[config.mk]
export PLATFORM = sky130hd
export DESIGN_NAME = crc3_frame_sched
export DESIGN_NICKNAME = d
export VERILOG_FILES = /design/src/rtl/crc3_frame_sched.sv
export SDC_FILE = /design/constraint.sdc
export NUM_CORES = 1
export LEC_CHECK = 0
export CAP_MARGIN = 20
export CORE_MARGIN = 8
export CORE_UTILIZATION = 40
export DETAILED_ROUTE_END_ITERATION = 7
export GPL_TIMING_DRIVEN = 1
export PLACE_DENSITY = 0.68
export SLEW_MARGIN = 20
export SYNTH_ARGS = -nofsm -noshare
export SYNTH_HDL_FRONTEND = slang
export SYNTH_SLANG_ARGS = --single-unit
[constraint.sdc]
create_clock -name clk -period 6.5 [get_ports clk]
set_input_delay 0.65 -clock clk [delete_from_list [all_inputs] [get_ports clk]]
set_output_delay 0.65 -clock clk [all_outputs]
set_load 0.03 [all_outputs]
[src/rtl/crc3_frame_sched.sv]
// crc3_frame_sched: round-robin scheduler sharing one serial CRC-3 encoder
// engine between NREQ requesters. Each frame clears the engine, shifts
// 5 message bits plus 3 zero pads, then collects the codeword (or times out).
// Optional feature macro: CRC3_CHECK_EN adds a shadow LFSR that flags
// codewords which disagree with the locally computed CRC.
module crc3_frame_sched #(
  parameter int NREQ    = 4,
  parameter int TIMEOUT = 15
) (
  input  logic                      clk,
  input  logic                      rst_n,
  input  logic [NREQ-1:0]           req_valid,
  input  logic [5*NREQ-1:0]         req_msg,
  output logic [NREQ-1:0]           req_ready,
  output logic                      eng_clr,
  output logic                      eng_en,
  output logic                      eng_bit,
  input  logic [7:0]                eng_code,
  input  logic                      eng_done,
  output logic                      out_valid,
  input  logic                      out_ready,
  output logic [7:0]                out_code,
  output logic [$clog2(NREQ)-1:0]   out_id,
  output logic                      out_timeout,
  output logic                      out_mismatch,
  output logic                      busy
);

  localparam int IDW               = $clog2(NREQ);
  localparam int unsigned NU       = NREQ;
  localparam logic [7:0]  W_LAST   = 8'(TIMEOUT - 1);

  typedef enum logic [2:0] {
    S_IDLE,
    S_CLR,
    S_SHIFT,
    S_WAIT,
    S_OUT
  } state_t;

  state_t            state;
  state_t            state_n;
  logic [IDW-1:0]    last_grant;
  logic [4:0]        sr;
  logic [2:0]        k;
  logic [7:0]        w;

  logic [NREQ-1:0]   grant;
  logic [IDW-1:0]    gidx;
  logic              found;
  logic [31:0]       idx;
  logic [4:0]        msg_sel;

  // Round-robin pick: first valid requester after last_grant, wrapping.
  always_comb begin
    grant = '0;
    gidx  = '0;
    found = 1'b0;
    idx   = '0;
    for (int unsigned off = 1; off <= NU; off++) begin
      idx = (32'(last_grant) + off) % NU;
      if (!found && req_valid[idx[IDW-1:0]]) begin
        grant[idx[IDW-1:0]] = 1'b1;
        gidx                = idx[IDW-1:0];
        found               = 1'b1;
      end
    end
  end

  assign msg_sel = req_msg[5*gidx +: 5];

  // State register.
  always_ff @(posedge clk) begin
    if (!rst_n) state <= S_IDLE;
    else        state <= state_n;
  end

  // Next-state logic for the per-frame sequence.
  always_comb begin
    state_n = state;
    case (state)
      S_IDLE:  if (found) state_n = S_CLR;
      S_CLR:   state_n = S_SHIFT;
      S_SHIFT: if (k == 3'd7) state_n = S_WAIT;
      S_WAIT:  if (eng_done || (w == W_LAST)) state_n = S_OUT;
      S_OUT:   if (out_ready) state_n = S_IDLE;
      default: state_n = S_IDLE;
    endcase
  end

  // Moore/Mealy outputs: grants only in IDLE, engine strobes only in CLR/SHIFT.
  always_comb begin
    req_ready = '0;
    eng_clr   = 1'b0;
    eng_en    = 1'b0;
    eng_bit   = 1'b0;
    out_valid = 1'b0;
    case (state)
      S_IDLE:  req_ready = grant;
      S_CLR:   eng_clr   = 1'b1;
      S_SHIFT: begin
        eng_en  = 1'b1;
        eng_bit = sr[4];
      end
      S_OUT:   out_valid = 1'b1;
      default: ;
    endcase
  end

  assign busy = (state != S_IDLE);

  // Frame datapath: message shifter (zero-filled for the pad bits), counters, result capture.
  always_ff @(posedge clk) begin
    if (!rst_n) begin
      last_grant  <= IDW'(NREQ - 1);
      sr          <= '0;
      k           <= '0;
      w           <= '0;
      out_code    <= '0;
      out_id      <= '0;
      out_timeout <= 1'b0;
    end else begin
      case (state)
        S_IDLE: if (found) begin
          sr         <= msg_sel;
          out_id     <= gidx;
          last_grant <= gidx;
        end
        S_CLR:   k <= '0;
        S_SHIFT: begin
          sr <= {sr[3:0], 1'b0};
          k  <= k + 3'd1;
          w  <= '0;
        end
        S_WAIT: begin
          if (eng_done) begin
            out_code <= eng_code;
          end else if (w == W_LAST) begin
            out_code    <= '0;
            out_timeout <= 1'b1;
          end else begin
            w <= w + 8'd1;
          end
        end
        S_OUT:   if (out_ready) out_timeout <= 1'b0;
        default: ;
      endcase
    end
  end

`ifdef CRC3_CHECK_EN
  logic [4:0] msg;
  logic [2:0] crc;

  // Shadow LFSR in lockstep with the engine; compares on capture.
  always_ff @(posedge clk) begin
    if (!rst_n) begin
      msg          <= '0;
      crc          <= '0;
      out_mismatch <= 1'b0;
    end else begin
      case (state)
        S_IDLE:  if (found) msg <= msg_sel;
        S_CLR:   crc <= '0;
        S_SHIFT: crc <= {crc[1:0], eng_bit ^ crc[0] ^ crc[2]};
        S_WAIT:  if (eng_done) out_mismatch <= (eng_code != {msg, crc});
        S_OUT:   if (out_ready) out_mismatch <= 1'b0;
        default: ;
      endcase
    end
  end
`else
  assign out_mismatch = 1'b0;
`endif

endmodule

-- Word level (Yosys, flattened, before mapping)
Index checks and enable logic that the tools add are counted.
- register bits: 32
- bits of input ports: 36
- output and inout bits: 21
- word-level logic and storage cells: 114
- add/subtract/negate cells: 6
- multipliers: 1
- magnitude comparators: 8
- eq/ne operators: 13
- shifts and indexed selects: 1
- multiplexer cells: 50
- bitwise logic cells: 3
- reduce and logical (&&, ||, !) cells: 24
- operator list (cell ; count):
    $mux W8 ; 4
    $mux W4 ; 5
    $shiftx A20 B6 Y5 ; 1
    $mux W1 ; 19
    $pmux W8 S2 ; 1
    $pmux W3 S5 ; 1
    $ne A2 B2 Y1 const B ; 7
    $lt A2 B3 Y1 const B ; 4
    $mux W3 ; 4
    $or A4 B4 Y4 ; 3
    $pmux W5 S2 ; 1
    $reduce_bool A2 Y1 ; 5
    $add A8 B1 Y8 const B ; 1
    $bmux W1 S2 ; 4
    $demux W1 S2 ; 4
    $eq A8 B4 Y1 const B ; 1
    $ge A2 B1 Y1 const B ; 4
    $mux W2 ; 4
    $reduce_and A4 Y1 ; 2
    $logic_and A1 B1 Y1 ; 7
    $eq A3 B2 Y1 const B ; 2
    $eq A3 B3 Y1 const B ; 2
    $pmux W3 S2 ; 1
    $reduce_and A2 Y1 ; 3
    other kinds (12) ; 16

-- Depth between registers and ports, before layout
Gate-level depths: netlist (run 1).
- word-level depth: 17
- depth in mapped cells: 10
- mapped depth without buffers: 8

-- Worst setup path before layout (run 1)
OpenSTA, ideal clock, no wires.
- path type: register -> output
- from: register last_grant[0]
- to: output port req_ready[0]
- arrival: 2892 ps
- required time: 5850 ps
- setup slack: 2958 ps
- cell stages (with the launch flop): 9
- path buffers: 1
- path through: dfxtp_1 > buf_6 > inv_1 > ha_1 > mux4_2 > or2_2 > nor3_1 > a221oi_1 > nor2_1
- longest elaborated chain between the ends: 14
- elaborated cells between the ends (all ways): 49
- those cells by class: 4 x add/sub; 8 x order compare; 24 x mux; 3 x bitwise; 10 x reduce/logical
- RTL lines (what ; RTL line ; source):
    start, declared ; 43 ; logic [IDW-1:0] last_grant;
    start signal, assigned ; 115 ; last_grant <= IDW'(NREQ - 1);
    start signal, assigned ; 127 ; last_grant <= gidx;
    parallel branches: the longest is 12 deep, another holds $lt A2 B3 Y1 ; -- ;
    $mux W4 (*) ; 62 ; if (!found && req_valid[idx[IDW-1:0]]) begin
    $mux W4 (*) ; 98 ; case (state)
    end, declared ; 14 ; output logic [NREQ-1:0] req_ready,
Mark *: on every way between the ends. The select of a mux whose other input is x is not followed.

-- Final worst setup path (run 1)
- from: register last_grant[0]
- to: output port req_ready[2]
Same word-level chain as after synthesis.

==> results of run 1 <==
final cells by class:
class / count / area share, %
sequential: 32 / 23.6
inverter: 8 / 1.11
tap: 70 / 3.23
clock inverter: 1 / 0.185
timing repair buffer: 55 / 20.3
multi-input combinational: 182 / 48.9
clock buffer: 6 / 2.68
flip-flops by register name (all words and copies together) (netlist names):
| name | cells |
|---|---|
| out_id | 2 |
| state | 3 |
| w | 8 |
| out_timeout | 1 |
| last_grant | 2 |
| sr | 5 |
| out_code | 8 |
| k | 3 |
synth_stat cells (2+ instances only):
cell type	number	area, sq um
nand4_1	4	25.0
a21oi_1	10	50.1
and3_1	5	31.3
ha_1	12	150
nand2b_1	2	12.5
nand3_1	5	25.0
mux4_2	2	45.0
clkbuf_1	7	26.3
nand2_1	10	37.5
buf_4	3	22.5
dfxtp_1	32	641
nor3b_1	2	15.0
o211ai_1	5	37.5
and2_1	3	18.8
mux2i_1	13	130
o21ai_0	8	40.0
nor2b_4	2	27.5
mux4_1	2	52.6
inv_1	8	30.0
or3_1	6	37.5
a22oi_1	15	113
buf_6	2	22.5
o21bai_1	2	15.0
a221oi_1	8	70.1
a21boi_0	3	22.5
nor2_1	25	93.8
nor2b_1	17	106
xor2_1	5	43.8
nor3_1	2	10.0
worst max path at each step:
stage             startpoint           end  slack [ns]
6_report       last_grant[0]  req_ready[2]        1.66
2_1_floorplan  last_grant[0]  req_ready[0]        2.96
3_3_place_gp   last_grant[0]  req_ready[1]        2.07
5_1_grt        last_grant[0]  req_ready[0]        1.43
3_5_place_dp   last_grant[0]  req_ready[0]        1.93
4_1_cts        last_grant[0]  req_ready[0]        1.64
placed cells by master (no fill, tap or decap), drive strengths merged, types with 5 or more instances in the layout:
cell type / instances
a21oi: 10
a221oi: 8
a22oi: 15
and3: 5
clkbuf: 6
clkdlybuf4s50: 55
dfxtp: 32
ha: 12
inv: 8
mux2i: 13
nand2: 10
nand3: 5
nor2: 26
nor2b: 19
o211ai: 5
o21ai: 8
or3: 6
xor2: 5
metal layers:
metal	global-route usage (%)	vias up
li1	-	952
met1	16.7	881
met2	21.7	46
met3	4.69	5
met4	5.47	0
met5	0	-
through the flow:
| step | instance area [sq um] | hold slack (ns) | cells | total power (uW) |
|---|---|---|---|---|
| finish | 2710 | 0.486 | 354 | 1030 |
| floorplan | 2070 | 0.452 | 234 | 740 |
| CTS | 2710 | 0.485 | 354 | 1030 |
| detailed placement | 2630 | 0.477 | 347 | 889 |
| global placement | 2630 | 0.467 | 347 | 883 |
| global route | 2710 | 0.545 | 354 | 1110 |
kinds of logic after synthesis:
family                     synth area share [%]
xor gates and xnor gates                   2.54
buffers and inverters                      4.90
AOI/OAI and AO/OA                          18.9
adders and majority gates                  7.26
other                                     0.181
and+or+nand+nor                            24.2
DFF                                        31.0
muxes                                      11.0
power by group:
| part | total, uW | switching, uW | internal [uW] |
|---|---|---|---|
| clock | 141 | 68.7 | 72.6 |
| combinational | 613 | 348 | 265 |
| sequential | 271 | 39.6 | 231 |
| total | 1030 | 456 | 570 |
worst max-delay path, cell delays in order (launching register included):
cell and delay (ns):
dfxtp_1 0.74, inv_1 0.28, ha_1 0.50, mux4_2 0.69, or2_2 0.37, nor3_1 0.39
a221oi_1 0.14, nor2_1 0.11, clkdlybuf4s50_1 0.68
==> results_dict.tcl, run 1 <==
set metrics [dict create \
    end_kind "primary output" \
    rows 26 \
    r2r-end "last_grant[1]" \
    worst_hold_path.endpoint "w[7]" \
    timing.fmax_mhz 207 \
    nNetsFinal 332 \
    die-area_sq_um 7720 \
    wl_met3_um 295 \
    antenna_left 0 \
    drtIter0Drc 93 \
    ys_warn_count 0 \
    area.sequential_sq_um 641 \
    wl_um 5120 \
    vias 1884 \
    setup_violations 0 \
    netlist_area_sq_um 2070 \
    synthArstFlopShare_pct 0 \
    rsz0062_at_grt "false" \
    antenna_found_initial 0 \
    cts.sinks 32 \
    die_w_um 87.9 \
    cts_tree "yes" \
    numCtsBuffers 5 \
    wl_per_cell_um 14.5 \
    hold_depth 2 \
    cts-htree-levels 2 \
    synth_cell_type_count 43 \
    wirelength_met1_um 2440 \
    path_max_fanout 16 \
    routed.top_layer "met4" \
    tightest_slew_ns 1.01 \
    dp_hpwl_um 3870 \
    powerDensity_nw_per_um2 378 \
    min_path_type "flop to flop" \
    cts_hold_buf 0 \
    grt-ovfl-total 0 \
    multiInputGateArea_sq_um 1330 \
    min-delay-start "w[7]" \
    max-slew-margin-rel_pct 32.3 \
    post_cts_buffers 0 \
    gr-usage-all-layers_pct 13.7 \
    synth_flop_cell "dfxtp_1" \
    grt_max_degree 28 \
    antenna_cells 0 \
    core-area_sq_um 5040 \
    drc 0 \
    clock_skew_ns 0.00665 \
    ir_drop_mv 0.187 \
    drv_slew 0 \
    cp.required_ns 5.85 \
    floorplan.initialDensity_pct 41.0 \
    drive_above_1_share_pct 5.28 \
    fin_crit_ns 4.84 \
    avgSynthCellArea_sq_um 8.83 \
    drt_pass1_iterations 4 \
    cts_root_buf "clkbuf_8" \
    wl_met2_um 2310 \
    die_h_um 87.9 \
    outcome "complete, no violations" \
    cts_buffer_depth 2 \
    grt_pass1_vias 1869 \
    cts_resized 0 \
    pre_cts_slack_ns 1.93 \
    rrSetupSlack_ns 2.75 \
    synth_seq_cells 32 \
    post_drt_via_cell_ratio 5.32 \
    critPathLaunchType "flop" \
    synthCells 234 \
    io_pins 57 \
    hold_viol 0 \
    crit_type "flop to primary output" \
    syn_nets 282 \
    ys_seq_area_share_pct 31.0 \
    synth_edf_count 0 \
    finalCritPeriodShare_pct 74.4 \
    area_growth_pct 31.2 \
    place.gp.congestion 0.865 \
    cp.arrival_ns 4.19 \
    ff2ff_path_depth 8 \
    maxCapViolCount 0 \
    portBuffers 55 \
    fillers 484 \
    postLayoutCoreUtil_pct 53.8 \
    clk_pin_slew_ns 0.06 \
    tns_ns 0 \
    power_leakage_uw 0.00111 \
    r2r-start "last_grant[0]" \
    setup_slack_ns 1.66 \
    clk_latency_ns 0.28 \
    grt_pass1_wl_um 8420 \
]
No activity file was read; power rests on OpenSTA's default activity.
==> run 2: changes to the inputs <==
- PLACE_DENSITY: 0.68 -> 0.71
- clock period: 6.5 -> 4.4 ns (I/O delays scaled with it)
==> results_dict.tcl, run 2 (synthesized netlist as in run 1, its figures left out) <==
set metrics [dict create \
    fin_area_sq_um 2740 \
    power_leakage_uw 0.00112 \
    timing.fmax_mhz 246 \
    setup_violations 0 \
    grt_pass1_vias 1771 \
    die-area_sq_um 7720 \
    cts_root_buf "clkbuf_8" \
    reg_top3 "out_code (8), w (8), sr (5)" \
    drtIter0Drc 93 \
    antenna_left 0 \
    die_h_um 87.9 \
    drc 0 \
    multiInputGateArea_sq_um 1330 \
    rrSetupSlack_ns 1.06 \
    drive_above_1_share_pct 6.27 \
    cts-htree-levels 2 \
    floorplan.initialDensity_pct 41.0 \
    powerDensity_nw_per_um2 559 \
    gr-usage-all-layers_pct 13.1 \
    internal_power_uw 867 \
    place.gp.congestion 0.808 \
    final_common_cell "clkdlybuf4s50_1" \
    fin_crit_ns 4.07 \
    post_drt_via_cell_ratio 5.21 \
    area.sequential_sq_um 641 \
    rows 26 \
    p_comb_share_pct 60.2 \
    min_path_type "flop to flop" \
    cts_tree "yes" \
    cts.sinks 32 \
    core-area_sq_um 5040 \
    layout.cells.non_filler 357 \
    tightest_slew_ns 0.838 \
    hold_viol 0 \
    end_kind "primary output" \
    fillers 477 \
    clkPwrFrac_pct 14.9 \
    final_cell_mix "clkdlybuf4s50_1 (55), dfxtp_1 (32), nor2_1 (25)" \
    crit_end "req_ready[3]" \
    grt_pass1_wl_um 8180 \
    area_growth_pct 32.7 \
    clk_pin_slew_ns 0.06 \
    cts_buffer_depth 2 \
    rsz0062_at_grt "false" \
    numCtsBuffers 5 \
    critPathLaunchType "flop" \
    drv_slew 0 \
    antenna_cells 0 \
    crit_type "flop to primary output" \
    drt_pass1_iterations 4 \
    nNetsFinal 334 \
    vias 1861 \
    io_pins 57 \
    cts_hold_buf 0 \
    portBuffers 55 \
    startpoint "last_grant[1]" \
    antenna_found_initial 0 \
    clk_latency_ns 0.28 \
    tns_ns 0 \
    die_w_um 87.9 \
    maxCapViolCount 0 \
    placed_area_sq_um 2650 \
    path_max_fanout 15 \
    cp.required_ns 3.96 \
    grt_max_degree 28 \
    wl_um 4920 \
    p_seq_share_pct 24.9 \
    switching_power_uw 666 \
    r2r-end "sr[2]" \
    place_inst 349 \
    cp.arrival_ns 3.63 \
    clock_skew_ns 0.00401 \
    p_sw_share_pct 43.5 \
    wl_per_cell_um 13.8 \
    ir_drop_mv 0.266 \
    finalCritPeriodShare_pct 92.5 \
    outcome "complete, no violations" \
    dp_hpwl_um 3810 \
    grt-ovfl-total 0 \
    max-slew-margin-rel_pct 44.0 \
    r2r-start "last_grant[1]" \
    ff2ff_path_depth 8 \
]
run 2: changes by cell type in the layout (fill, tap and decap cells not counted), sizes merged:
cell / before / now
buf: 0 / 2
clkbuf: 6 / 8
clkinv: 1 / 0
run 2: worst min path at each step:
stage,start,endpoint,cells after the start
after floorplan,w[7],w[7],2
after global placement,w[7],w[7],2
after detailed placement,w[7],w[7],2
after CTS,w[7],w[7],2
after global routing,w[7],w[7],2
final,w[7],w[7],2
run 2: worst max-delay path, stage by stage, from the launching register on:
cell             delay [ns]
dfxtp_1                0.52
inv_1                  0.17
ha_1                   0.43
mux4_2                 0.68
or2_2                  0.37
nor3_2                 0.28
a221oi_1               0.13
nor2_1                 0.11
clkdlybuf4s50_1        0.67
run 2: what timing repair did:
action	CTS	global route
buffers inserted	0	0
resized for setup	0	1
setup endpoints to repair	0	4
run 2: final cells by class:
cell class / count / area share (%)
Timing Repair Buffer: 57 / 20.6
Inverter: 8 / 1.09
Clock buffer: 8 / 3.28
Tap cell: 70 / 3.19
Multi-Input combinational cell: 182 / 48.5
Sequential cell: 32 / 23.3
run 2: metal layers:
layer  wire length, um  vias up  GRT usage [%]
met5                 0        -              0
met4                56        0           4.38
met3               346        5           4.22
met2              2180       41           20.4
met1              2340      857           16.6
li1                  -      958              -
run 2: through the flow:
stage	hold WS, ns	total power [uW]	util, %	worst slack, ns
floorplan	0.452	1090	-	1.07
global placement	0.470	1300	52.5	0.530
detailed placement	0.477	1310	52.5	0.469
CTS	0.484	1540	54.3	0.164
global route	0.509	1660	54.4	0.111
finish	0.485	1530	54.4	0.329
run 2: power by group through the flow:
stage               registers (uW)  logic, uW  clock network (uW)
finish                         382        923                 228
global route                   392       1020                 249
CTS                            383        929                 233
detailed placement             389        925                   0
global placement               388        916                   0
floorplan                      407        686                   0
==> run 3: changes to the inputs <==
- CTS_CLUSTER_DIAMETER: default -> 150
==> results of run 3 <==
Final layout, timing and power as in run 2 (identical DEF).
